## src/rtl/mma8452q_pkg.sv

```systemverilog
// mma8452q_pkg: shared encodings for the MMA8452Q transaction sequencer.
//   - cmd_op_e : command opcodes understood by the byte-level I2C engine
//   - state_e  : sequencer FSM states
//   - register addresses and step indices of the command scripts
package mma8452q_pkg;

    typedef enum logic [2:0] {
        CMD_START     = 3'd0,
        CMD_RSTART    = 3'd1,
        CMD_WRITE     = 3'd2,
        CMD_READ_ACK  = 3'd3,
        CMD_READ_NACK = 3'd4,
        CMD_STOP      = 3'd5
    } cmd_op_e;

    typedef enum logic [2:0] {
        ST_IDLE    = 3'd0,
        ST_CFG     = 3'd1,
        ST_RD      = 3'd2,
        ST_PUBLISH = 3'd3,
        ST_WAIT    = 3'd4
    } state_e;

    localparam logic [7:0] REG_OUT_X_MSB = 8'h01;
    localparam logic [7:0] REG_CTRL_REG1 = 8'h2A;

    // Step indices inside the CFG and RD command scripts.
    localparam logic [3:0] CFG_STOP_STEP = 4'd4;
    localparam logic [3:0] RD_FIRST_BYTE = 4'd5;
    localparam logic [3:0] RD_NACK_STEP  = 4'd10;
    localparam logic [3:0] RD_STOP_STEP  = 4'd11;

endpackage

```

## src/rtl/i2c_cmd_issuer.sv

```systemverilog
// i2c_cmd_issuer: keeps one I2C engine command in flight.
//   issue/op/data  : request from the sequencer (ignored while busy)
//   cmd_*          : command channel to the engine; op/data frozen once valid
//   rsp_valid      : engine completion pulse; only counted while a command
//                    has been accepted and is awaiting its response
//   busy           : a command is being offered or awaits its response
//   done           : response for the outstanding command arrived this cycle
module i2c_cmd_issuer (
    input  logic       clk,
    input  logic       rst_n,
    input  logic       issue,
    input  logic [2:0] op,
    input  logic [7:0] data,
    input  logic       cmd_ready,
    input  logic       rsp_valid,
    output logic       cmd_valid,
    output logic [2:0] cmd_op,
    output logic [7:0] cmd_data,
    output logic       busy,
    output logic       done
);

    logic       hold_q, hold_d;
    logic       pend_q, pend_d;
    logic [2:0] op_q, op_d;
    logic [7:0] data_q, data_d;
    logic       accept;

    always_comb begin
        // A fresh request is presented in the same cycle it is issued, so
        // cmd_valid rises in the state that owns the command.
        cmd_valid = hold_q | (issue & ~pend_q);
        cmd_op    = hold_q ? op_q   : op;
        cmd_data  = hold_q ? data_q : data;
        accept    = cmd_valid & cmd_ready;
        done      = rsp_valid & pend_q;
        busy      = hold_q | pend_q;

        hold_d = hold_q;
        pend_d = pend_q;
        op_d   = op_q;
        data_d = data_q;
        if (accept) begin
            hold_d = 1'b0;
            pend_d = 1'b1;
        end else begin
            if (cmd_valid && !hold_q) begin
                hold_d = 1'b1;
                op_d   = op;
                data_d = data;
            end
            if (done) pend_d = 1'b0;
        end
    end

    always_ff @(posedge clk or negedge rst_n) begin
        if (!rst_n) begin
            hold_q <= 1'b0;
            pend_q <= 1'b0;
            op_q   <= 3'd0;
            data_q <= 8'd0;
        end else begin
            hold_q <= hold_d;
            pend_q <= pend_d;
            op_q   <= op_d;
            data_q <= data_d;
        end
    end

endmodule

```

## src/rtl/mma8452q_sequencer.sv

```systemverilog
// mma8452q_sequencer: configures the MMA8452Q once, then polls the six
// output registers in a burst every POLL_CYCLES and publishes X/Y/Z.
//   enable              : run; low returns to IDLE at a transaction boundary
//   cmd_* / rsp_*       : command/response handshake with the I2C engine
//   acel_x/y/z          : 12-bit two's complement samples
//   sample_valid        : one-cycle pulse when acel_* update
//   busy                : high outside IDLE and WAIT
//   err                 : sticky give-up flag after repeated NACKs
module mma8452q_sequencer
    import mma8452q_pkg::*;
#(
    parameter logic [6:0]  DEV_ADDR    = 7'h1D,
    parameter logic [7:0]  CFG_REG     = REG_CTRL_REG1,
    parameter logic [7:0]  CFG_VAL     = 8'h01,
    parameter logic [7:0]  DATA_REG    = REG_OUT_X_MSB,
    parameter int unsigned POLL_CYCLES = 50000,
    parameter int unsigned MAX_RETRY   = 3
) (
    input  logic        clk,
    input  logic        rst_n,
    input  logic        enable,
    output logic        cmd_valid,
    input  logic        cmd_ready,
    output logic [2:0]  cmd_op,
    output logic [7:0]  cmd_data,
    input  logic        rsp_valid,
    input  logic        rsp_nack,
    input  logic [7:0]  rsp_data,
    output logic [11:0] acel_x,
    output logic [11:0] acel_y,
    output logic [11:0] acel_z,
    output logic        sample_valid,
    output logic        busy,
    output logic        err
);

    localparam int unsigned P_EFF = (POLL_CYCLES == 0) ? 1 : POLL_CYCLES;
    localparam int unsigned CNT_W = $clog2(P_EFF + 1);
    localparam int unsigned RTY_W = (MAX_RETRY < 1) ? 1 : $clog2(MAX_RETRY + 1);

    state_e             state_q, state_d;
    state_e             ret_q, ret_d;      // phase to resume after WAIT
    logic [3:0]         step_q, step_d;
    logic               abort_q, abort_d;  // NACK seen, finishing with STOP
    logic               err_q, err_d;
    logic [RTY_W-1:0]   retry_q, retry_d;
    logic [CNT_W-1:0]   cnt_q, cnt_d;
    logic [5:0][7:0]    shadow_q, shadow_d;
    logic [11:0]        ax_q, ax_d, ay_q, ay_d, az_q, az_d;
    logic               sv_q, sv_d;
    logic               busy_q, busy_d;

    cmd_op_e            cur_op;
    logic [7:0]         cur_data;
    logic               issue, iss_busy, iss_done;

    i2c_cmd_issuer u_issuer (
        .clk       (clk),
        .rst_n     (rst_n),
        .issue     (issue),
        .op        (cur_op),
        .data      (cur_data),
        .cmd_ready (cmd_ready),
        .rsp_valid (rsp_valid),
        .cmd_valid (cmd_valid),
        .cmd_op    (cmd_op),
        .cmd_data  (cmd_data),
        .busy      (iss_busy),
        .done      (iss_done)
    );

    // Command scripts: the current step selects the op/byte to offer.
    always_comb begin
        cur_op   = CMD_START;
        cur_data = 8'd0;
        if (state_q == ST_CFG) begin
            case (step_q)
                4'd0:    cur_op = CMD_START;
                4'd1:    begin cur_op = CMD_WRITE; cur_data = {DEV_ADDR, 1'b0}; end
                4'd2:    begin cur_op = CMD_WRITE; cur_data = CFG_REG; end
                4'd3:    begin cur_op = CMD_WRITE; cur_data = CFG_VAL; end
                default: cur_op = CMD_STOP;
            endcase
        end else if (state_q == ST_RD) begin
            case (step_q)
                4'd0:    cur_op = CMD_START;
                4'd1:    begin cur_op = CMD_WRITE; cur_data = {DEV_ADDR, 1'b0}; end
                4'd2:    begin cur_op = CMD_WRITE; cur_data = DATA_REG; end
                4'd3:    cur_op = CMD_RSTART;
                4'd4:    begin cur_op = CMD_WRITE; cur_data = {DEV_ADDR, 1'b1}; end
                4'd5, 4'd6, 4'd7, 4'd8, 4'd9: cur_op = CMD_READ_ACK;
                RD_NACK_STEP: cur_op = CMD_READ_NACK;
                default: cur_op = CMD_STOP;
            endcase
        end
        issue = ((state_q == ST_CFG) || (state_q == ST_RD)) && !iss_busy;
    end

    always_comb begin
        state_d  = state_q;
        ret_d    = ret_q;
        step_d   = step_q;
        abort_d  = abort_q;
        err_d    = err_q;
        retry_d  = retry_q;
        cnt_d    = cnt_q;
        shadow_d = shadow_q;

        case (state_q)
            ST_IDLE: begin
                if (!enable) begin
                    err_d   = 1'b0;
                    retry_d = '0;
                end else if (!err_q) begin
                    state_d = ST_CFG;
                    step_d  = 4'd0;
                    ret_d   = ST_RD;
                end
            end
            ST_CFG, ST_RD: begin
                if (iss_done) begin
                    if (cur_op == CMD_STOP) begin
                        // Transaction boundary: the only place enable is sampled.
                        step_d = 4'd0;
                        if (abort_q) begin
                            abort_d = 1'b0;
                            if (err_q) begin
                                state_d = ST_IDLE;
                            end else begin
                                retry_d = retry_q + 1'b1;
                                ret_d   = state_q;
                                state_d = enable ? ST_WAIT : ST_IDLE;
                            end
                        end else if (state_q == ST_CFG) begin
                            state_d = enable ? ST_RD : ST_IDLE;
                        end else begin
                            state_d = ST_PUBLISH;
                        end
                    end else if (cur_op == CMD_WRITE && rsp_nack) begin
                        abort_d = 1'b1;
                        step_d  = (state_q == ST_CFG) ? CFG_STOP_STEP : RD_STOP_STEP;
                        if (retry_q == RTY_W'(MAX_RETRY)) err_d = 1'b1;
                    end else begin
                        if (state_q == ST_RD) begin
                            for (int k = 0; k < 6; k++) begin
                                if (step_q == RD_FIRST_BYTE + 4'(k)) shadow_d[k] = rsp_data;
                            end
                        end
                        step_d = step_q + 4'd1;
                    end
                end
            end
            ST_PUBLISH: begin
                retry_d = '0;
                ret_d   = ST_RD;
                step_d  = 4'd0;
                state_d = enable ? ST_WAIT : ST_IDLE;
            end
            ST_WAIT: begin
                if (!enable) begin
                    state_d = ST_IDLE;
                end else if (cnt_q == CNT_W'(P_EFF - 1)) begin
                    state_d = ret_q;
                    step_d  = 4'd0;
                end else begin
                    cnt_d = cnt_q + 1'b1;
                end
            end
            default: state_d = ST_IDLE;
        endcase

        if (state_d == ST_WAIT && state_q != ST_WAIT) cnt_d = '0;

        // Outputs are registered off the next state so they line up with it.
        busy_d = !(state_d == ST_IDLE || state_d == ST_WAIT);
        sv_d   = (state_d == ST_PUBLISH);
        ax_d   = ax_q;
        ay_d   = ay_q;
        az_d   = az_q;
        if (state_d == ST_PUBLISH) begin
            ax_d = {shadow_q[0], shadow_q[1][7:4]};
            ay_d = {shadow_q[2], shadow_q[3][7:4]};
            az_d = {shadow_q[4], shadow_q[5][7:4]};
        end
    end

    always_ff @(posedge clk or negedge rst_n) begin
        if (!rst_n) begin
            state_q  <= ST_IDLE;
            ret_q    <= ST_RD;
            step_q   <= 4'd0;
            abort_q  <= 1'b0;
            err_q    <= 1'b0;
            retry_q  <= '0;
            cnt_q    <= '0;
            shadow_q <= '0;
            ax_q     <= 12'd0;
            ay_q     <= 12'd0;
            az_q     <= 12'd0;
            sv_q     <= 1'b0;
            busy_q   <= 1'b0;
        end else begin
            state_q  <= state_d;
            ret_q    <= ret_d;
            step_q   <= step_d;
            abort_q  <= abort_d;
            err_q    <= err_d;
            retry_q  <= retry_d;
            cnt_q    <= cnt_d;
            shadow_q <= shadow_d;
            ax_q     <= ax_d;
            ay_q     <= ay_d;
            az_q     <= az_d;
            sv_q     <= sv_d;
            busy_q   <= busy_d;
        end
    end

    assign acel_x       = ax_q;
    assign acel_y       = ay_q;
    assign acel_z       = az_q;
    assign sample_valid = sv_q;
    assign busy         = busy_q;
    assign err          = err_q;

endmodule

```

## config.mk

```make
export PLATFORM = sky130hd
export DESIGN_NAME = mma8452q_sequencer
export DESIGN_NICKNAME = d
export VERILOG_FILES = /design/src/rtl/mma8452q_pkg.sv /design/src/rtl/i2c_cmd_issuer.sv /design/src/rtl/mma8452q_sequencer.sv
export SDC_FILE = /design/constraint.sdc
export NUM_CORES = 1
export LEC_CHECK = 0
export ABC_AREA = 1
export CORE_UTILIZATION = 45
export DETAILED_ROUTE_END_ITERATION = 6
export PLACE_DENSITY = 0.67
export SKIP_LAST_GASP = 1
export SLEW_MARGIN = 40
export SYNTH_ARGS = -nofsm -noshare
export SYNTH_HDL_FRONTEND = slang
export SYNTH_SLANG_ARGS = --single-unit
```

## constraint.sdc

```tcl
create_clock -name clk -period 3.35 [get_ports clk]
set_input_delay 1.005 -clock clk [delete_from_list [all_inputs] [get_ports clk]]
set_output_delay 1.005 -clock clk [all_outputs]
set_load 0.01 [all_outputs]
```

# --- After elaboration in Yosys (flattened, before gate mapping) ---
# Index checks and enable logic that the tools add are counted.
op_classes:
  add_sub_neg: 3
  n_mul: 0
  div: 0
  order_cmp: 0
  n_eq_ne: 34
  shift: 0
  muxes: 60
  n_bitwise: 9
  n_reduce_logical: 37
ops:
  columns: ["cell", "n"]
  rows:
  - ["16-bit 2-to-1 mux", 4]
  - ["3-bit 2-to-1 mux", 18]
  - ["6-bit AND reduction", 9]
  - ["6-bit case mux with 3 select lines", 2]
  - ["4-bit 2-to-1 mux", 8]
  - ["2-bit != test, second input constant", 12]
  - ["16-bit by 1-bit adder with 16-bit output, second input constant", 1]
  - ["16-bit == test, second input constant", 1]
  - ["4-bit by 3-bit == test with 1-bit output, second input constant", 4]
  - ["8-bit 2-to-1 mux", 2]
  - ["4-bit case mux with 4 select lines", 1]
  - ["3-bit case mux with 5 select lines", 1]
  - ["2-bit 2-to-1 mux", 7]
  - ["3-bit by 2-bit == test with 1-bit output, second input constant", 4]
  - ["4-bit == test, second input constant", 3]
  - ["3-bit case mux with 4 select lines", 1]
  - ["2-bit nonzero test", 6]
  - ["1-bit 2-to-1 mux", 11]
  - ["3-bit == test, second input constant", 3]
  - ["3-bit case mux with 3 select lines", 1]
  - ["4-bit by 2-bit == test with 1-bit output, second input constant", 2]
  - ["7-bit AND reduction", 1]
  - ["3-bit logical NOT", 2]
  - ["6-bit 2-to-1 mux", 1]
  - ["24 further kinds", 38]
word_totals:
  regBits: 129
  latch_bits: 0
  ram_bits: 0
  mem_bits_ro: 0
  input_bits: 14
  out_inout_bits: 51
  wordCells: 165
  n_memories: 0

# --- Logic depth before layout (Yosys ltp) ---
logic_depth:
  ltp_word: 13
  ltp_mapped: 18
  ltp_nobuf: 17

# --- Hierarchy ---
# Synthesis repeated with hierarchy kept, for this count alone.
hier_totals:
  cells_unflattened: 667
  hier_area_um2: 5611.6
modules_own_cells:
  columns: ["mod", "instances", "cells_each", "area_per_inst_um2", "seq_area_each_um2"]
  rows:
  - ["mma8452q_sequencer", 1, 568, 4921.0, 2603.7]
  - ["i2c_cmd_issuer", 1, 99, 690.7, 325.3]

# --- Worst setup path after synthesis ---
# Ideal clock, no wire load.
synth_path:
  path_kind: "register to output"
  from: "register state_q[2]"
  to: "output cmd_data[3]"
  arrival_ns: 1.787
  t_required_ns: 2.345
  setup_slack_ns: 0.558
  stages_incl_launch_ff: 10
  cell_sequence: "dfrtp_1 -> nor3_2 -> inv_1 -> nand2_2 -> nand3_1 -> o21ai_0 -> o21bai_1 -> nand2_1 -> o21ai_0 -> buf_4"
synth_via:
  elab_chain_cells: 4
  elab_cells_between_ends: 5
  classes_between: "eq/ne: 2; mux: 3"
synth_rtl:
  columns: ["element", "line_no", "rtl"]
  rows:
  - ["from (decl)", "mma8452q_sequencer.sv:41", "state_e state_q, state_d;"]
  - ["from (signal assigned)", "mma8452q_sequencer.sv:203", "state_q <= state_d;"]
  - ["3-bit by 2-bit == test with 1-bit output", "mma8452q_sequencer.sv:84", "end else if (state_q == ST_RD) begin"]
  - ["6-bit 2-to-1 mux", "mma8452q_sequencer.sv:84", null]
  - ["8-bit 2-to-1 mux *", "mma8452q_sequencer.sv:76", "if (state_q == ST_CFG) begin"]
  - ["8-bit 2-to-1 mux *", "i2c_cmd_issuer.sv:34", "cmd_data = hold_q ? data_q : data;"]
  - ["to (decl)", "mma8452q_sequencer.sv:25", "output logic [7:0] cmd_data,"]
# Every way passes the cells marked *; elsewhere a longest branch is shown, timed or not.

# --- Final worst setup path ---
layout_path:
  from: "register state_q[2]"
  to: "output cmd_valid"
layout_via:
  elab_chain_cells: 5
  elab_cells_between_ends: 6
  classes_between: "eq/ne: 2; bitwise: 2; reduce/logical: 2"
layout_rtl:
  columns: ["element", "line_no", "rtl"]
  rows:
  - ["3-bit by 1-bit == test with 1-bit output / 3-bit by 2-bit == test with 1-bit output (equally long branches)", "mma8452q_sequencer.sv:96", "issue = ((state_q == ST_CFG) || (state_q == ST_RD)) && !iss_busy;"]
  - ["1-bit logical OR *", "mma8452q_sequencer.sv:96", null]
  - ["1-bit logical AND *", "mma8452q_sequencer.sv:96", null]
  - ["1-bit bitwise AND *", "i2c_cmd_issuer.sv:32", "cmd_valid = hold_q | (issue & ~pend_q);"]
  - ["1-bit OR *", "i2c_cmd_issuer.sv:32", null]
  - ["to (decl)", "mma8452q_sequencer.sv:22", "output logic cmd_valid,"]
# Marks and branches as above.

==> run_results.csv <==
group,metric,value,unit
clocking,root_buffer,"clkbuf_16",
layout,fin_area,6444,um^2
layout,stdcell_count,827,
place,place_hpwl,8048,um
power,p_leak,3.172,nW
worst_setup_path,cp-start-kind,"flop",
timing,worstMarginPinSlew,0.6567,ns
run,drv_cap,0,
yosys,synth_top_area_share,51.93,%
place,pre_cts_ws,0.07565,ns
place,dpl_cell_area,6077,um^2
yosys,yosys.area_share.adder,1.404,%
clocking,clockBufferDepth,2,
grt,grt_max_degree,76,
yosys,ys.warnings.count,0,
place,dp_cells,811,
clocking,clock-sinks,112,
yosys,ys_types,42,
grt,antenna_found_initial,0,
layout,area_growth,20.47,%
layout,nets,699,
yosys,synth-edff-count,0,
yosys,synth_ff_type,"dfrtp_1",
grt,grt_pass1_vias,4179,
yosys,yosys.area_share.simple,27.35,%
yosys,synth_xor_area_share,1.965,%
timing,finalHoldViolCount,0,
yosys,synth_area,5349,um^2
floorplan,die_h,111.0,um
clocking,cts.clk_slew.worst_paths,0.07,ns
yosys,synth_area_leader_cell,"dfrtp_1",
worst_setup_path,reg2reg_slack,0.60,ns
yosys,synth_compound_gate_area_share,8.351,%
clocking,tritoncts,"yes",
clocking,worstSkewPairLatency,0.35,ns
routing,drt_pass1_iterations,7,
grt,grtUsageTotal,20.41,%
yosys,yosys_register_bits,112,
routing,wl,11590,um
timing,finClkSkew,0.009577,ns
layout,fin_util,55.95,%
floorplan,design.core.area,11520,um^2
floorplan,ios,65,
worst_setup_path,critPathMaxFanout,8,
yosys,syn_inst,622,
power,power.density,814.5,nW/um^2
routing,remaining_drc_errors,8,
power,ir_worst_vdd,375.6,uV
timing,slew-limit-headroom,56.17,%
yosys,ys_seq_area_share,52.42,%
worst_setup_path,required,2.34,ns
routing,drtAntennaViolNets,0,
floorplan,num_rows,39,
run_status,status,"finished with violations",
clocking,numCtsBuffers,9,
timing,fmax,0.3112,GHz
layout,drive_gt1_share,9.064,%
floorplan,start_util,46.45,%
routing,wire_per_inst,14.01,um
grt,grt_first_pass_wirelength,20060,um
worst_setup_path,crit_path_end_kind,"output port",
timing,whs,0.4701,ns
place,routabilityCongestion,0.8892,
yosys,avgSynthCellArea,8.599,um^2
routing,vias_per_cell,5.193,
yosys,synth_top_family_by_area,"simple AND/OR/NAND/NOR gates",
routing,num_vias,4295,
hold_path,min_path_type,"reg2reg",
timing,fin_crit_sh,95.91,%
yosys,synthMuxAreaShare,0,%
clocking,cts_max_level,3,
timing,fin_crit,3.213,ns
timing,setup_viol,0,
layout,fillerInstances,1077,
floorplan,die_area,12330,um^2
grt,gr-total-overflow,0,
yosys,yosys-top-cells-area,"dfrtp_1, nand2_1, nand4_1, o21ai_0, inv_1",
place,port_buffers,61,
timing,rsz0062_at_grt,"true",
run_status,violations,"DRC",
routing,drt_iter0_markers,276,
timing,slew_violations,0,
timing,setup_slack,0.1371,ns
floorplan,die_w,111.0,um
layout,diodes,0,
worst_setup_path,setup.worst_path.class,"reg2out",
worst_setup_path,arrival,2.21,ns
yosys,async_flop_share,100.0,%
==> cell usage in the layout, fill, tap and decap left out, types with 3 or more instances in the layout <==
master and n:
o21ai_1 11, dlymetal6s2s_1 5, inv_1 62, nor2_2 3
nand3_1 29, buf_12 3, nor3b_1 3, nand2_1 171
or2_2 3, nand4_1 43, ha_1 4, xnor2_1 3
nor3_2 3, o22ai_1 4, nor2_1 35, xor2_1 9
a21oi_1 10, o21ai_0 49, clkbuf_16 9, nand2_2 3
nand4_4 4, inv_2 6, conb_1 3, clkdlybuf4s50_1 53
dfrtp_1 110, nor3_1 5, buf_4 9
==> layout make-up <==
class | count | area (um^2) | share of cell area [%]
inverters | 70 | 265.3 | 4.116
repair buffers | 72 | 738.2 | 11.46
flip-flops and latches | 112 | 2805 | 43.53
well taps | 143 | 178.9 | 2.777
multi-input cells | 414 | 2121 | 32.91
clock buffers | 10 | 239.0 | 3.709
clock inverters | 6 | 96.34 | 1.495
==> power breakdown <==
part / total (mW) / internal [mW] / switching [mW] / leakage [nW]
sequential: 1.87 / 1.67 / 0.199 / 1.47
combinational: 2.19 / 0.901 / 1.28 / 1.53
clock: 1.20 / 0.688 / 0.509 / 0.167
==> cell usage after synthesis (4+ instances only) <==
cell / number
o21ai_0: 52
dfrtp_1: 111
o22ai_1: 4
nand4_4: 4
buf_4: 12
inv_1: 63
nor3_1: 5
buf_2: 11
o21ai_1: 10
nor2_2: 4
xor2_1: 9
nand4_1: 43
nand3_1: 29
ha_1: 6
nor2_1: 35
inv_2: 5
nand2_1: 172
a21oi_1: 10
==> state kept, by name, indices dropped and copies added (netlist names) <==
register / flops
shadow_q: 36
cnt_q: 16
acel_x: 12
acel_y: 12
acel_z: 12
step_q: 4
ret_q: 3
state_q: 3
u_issuer.data_q: 3
u_issuer.op_q: 3
retry_q: 2
abort_q: 1
busy: 1
err: 1
sample_valid: 1
u_issuer.hold_q: 1
u_issuer.pend_q: 1
==> path summary, 6_finish.rpt <==
| path | startpoint | to | cells past startpoint |
|---|---|---|---|
| worst max-delay path | state_q[2] | cmd_valid | 7 |
| worst min-delay path | ret_q[1] | ret_q[1] | 2 |
| worst max register to register | step_q[2] | acel_y[3] | 15 |
| worst min register to register | ret_q[1] | ret_q[1] | 2 |
| max in group asynchronous | rst_n | ret_q[1] | 2 |
| min in group asynchronous | rst_n | cnt_q[9] | 1 |
==> worst max-delay path: stages, from the launching register on <==
cell and delay, ns:
dfrtp_1 0.47, nor3_2 0.23, inv_1 0.15, nand2_2 0.09, buf_4 0.16, nand3_1 0.11
nand2_1 0.11, clkdlybuf4s50_1 0.54
==> repair_timing <==
item | 4_1_cts | 5_1_grt
hold buffers | 0 | 0
endpoints found under the hold margin | 0 | 0
setup endpoints to repair | 6 | 8
buffers inserted | 0 | 0
gates resized for setup | 6 | 12
==> metrics by stage <==
step | TNS, ns | power (mW)
3_3_place_gp | 0 | 4.013
4_1_cts | -0.4697 | 5.282
6_report | 0 | 5.248
5_1_grt | -0.004758 | 5.626
3_5_place_dp | 0 | 4.074
2_1_floorplan | 0 | 3.184
==> kinds of logic after synthesis <==
logic type               count (synthesis)
flip-flops                             112
AO/OA/AOI/OAI                           84
AND/OR/NAND/NOR                        309
adder cells (fa/ha/maj)                  6
XOR/XNOR                                12
buffers and inverters                   98
other                                    1
==> metal layers <==
metal	up-vias	share of wire (%)	GRT usage (%)	wire, um
met3	13	4.7	3.991	549
met4	0	1.6	6.937	182
met2	101	47	32.24	5400
met1	2029	47	28.27	5455
met5	-	0	0	0
li1	2152	-	-	-
Power figures use the tool's default switching activity.
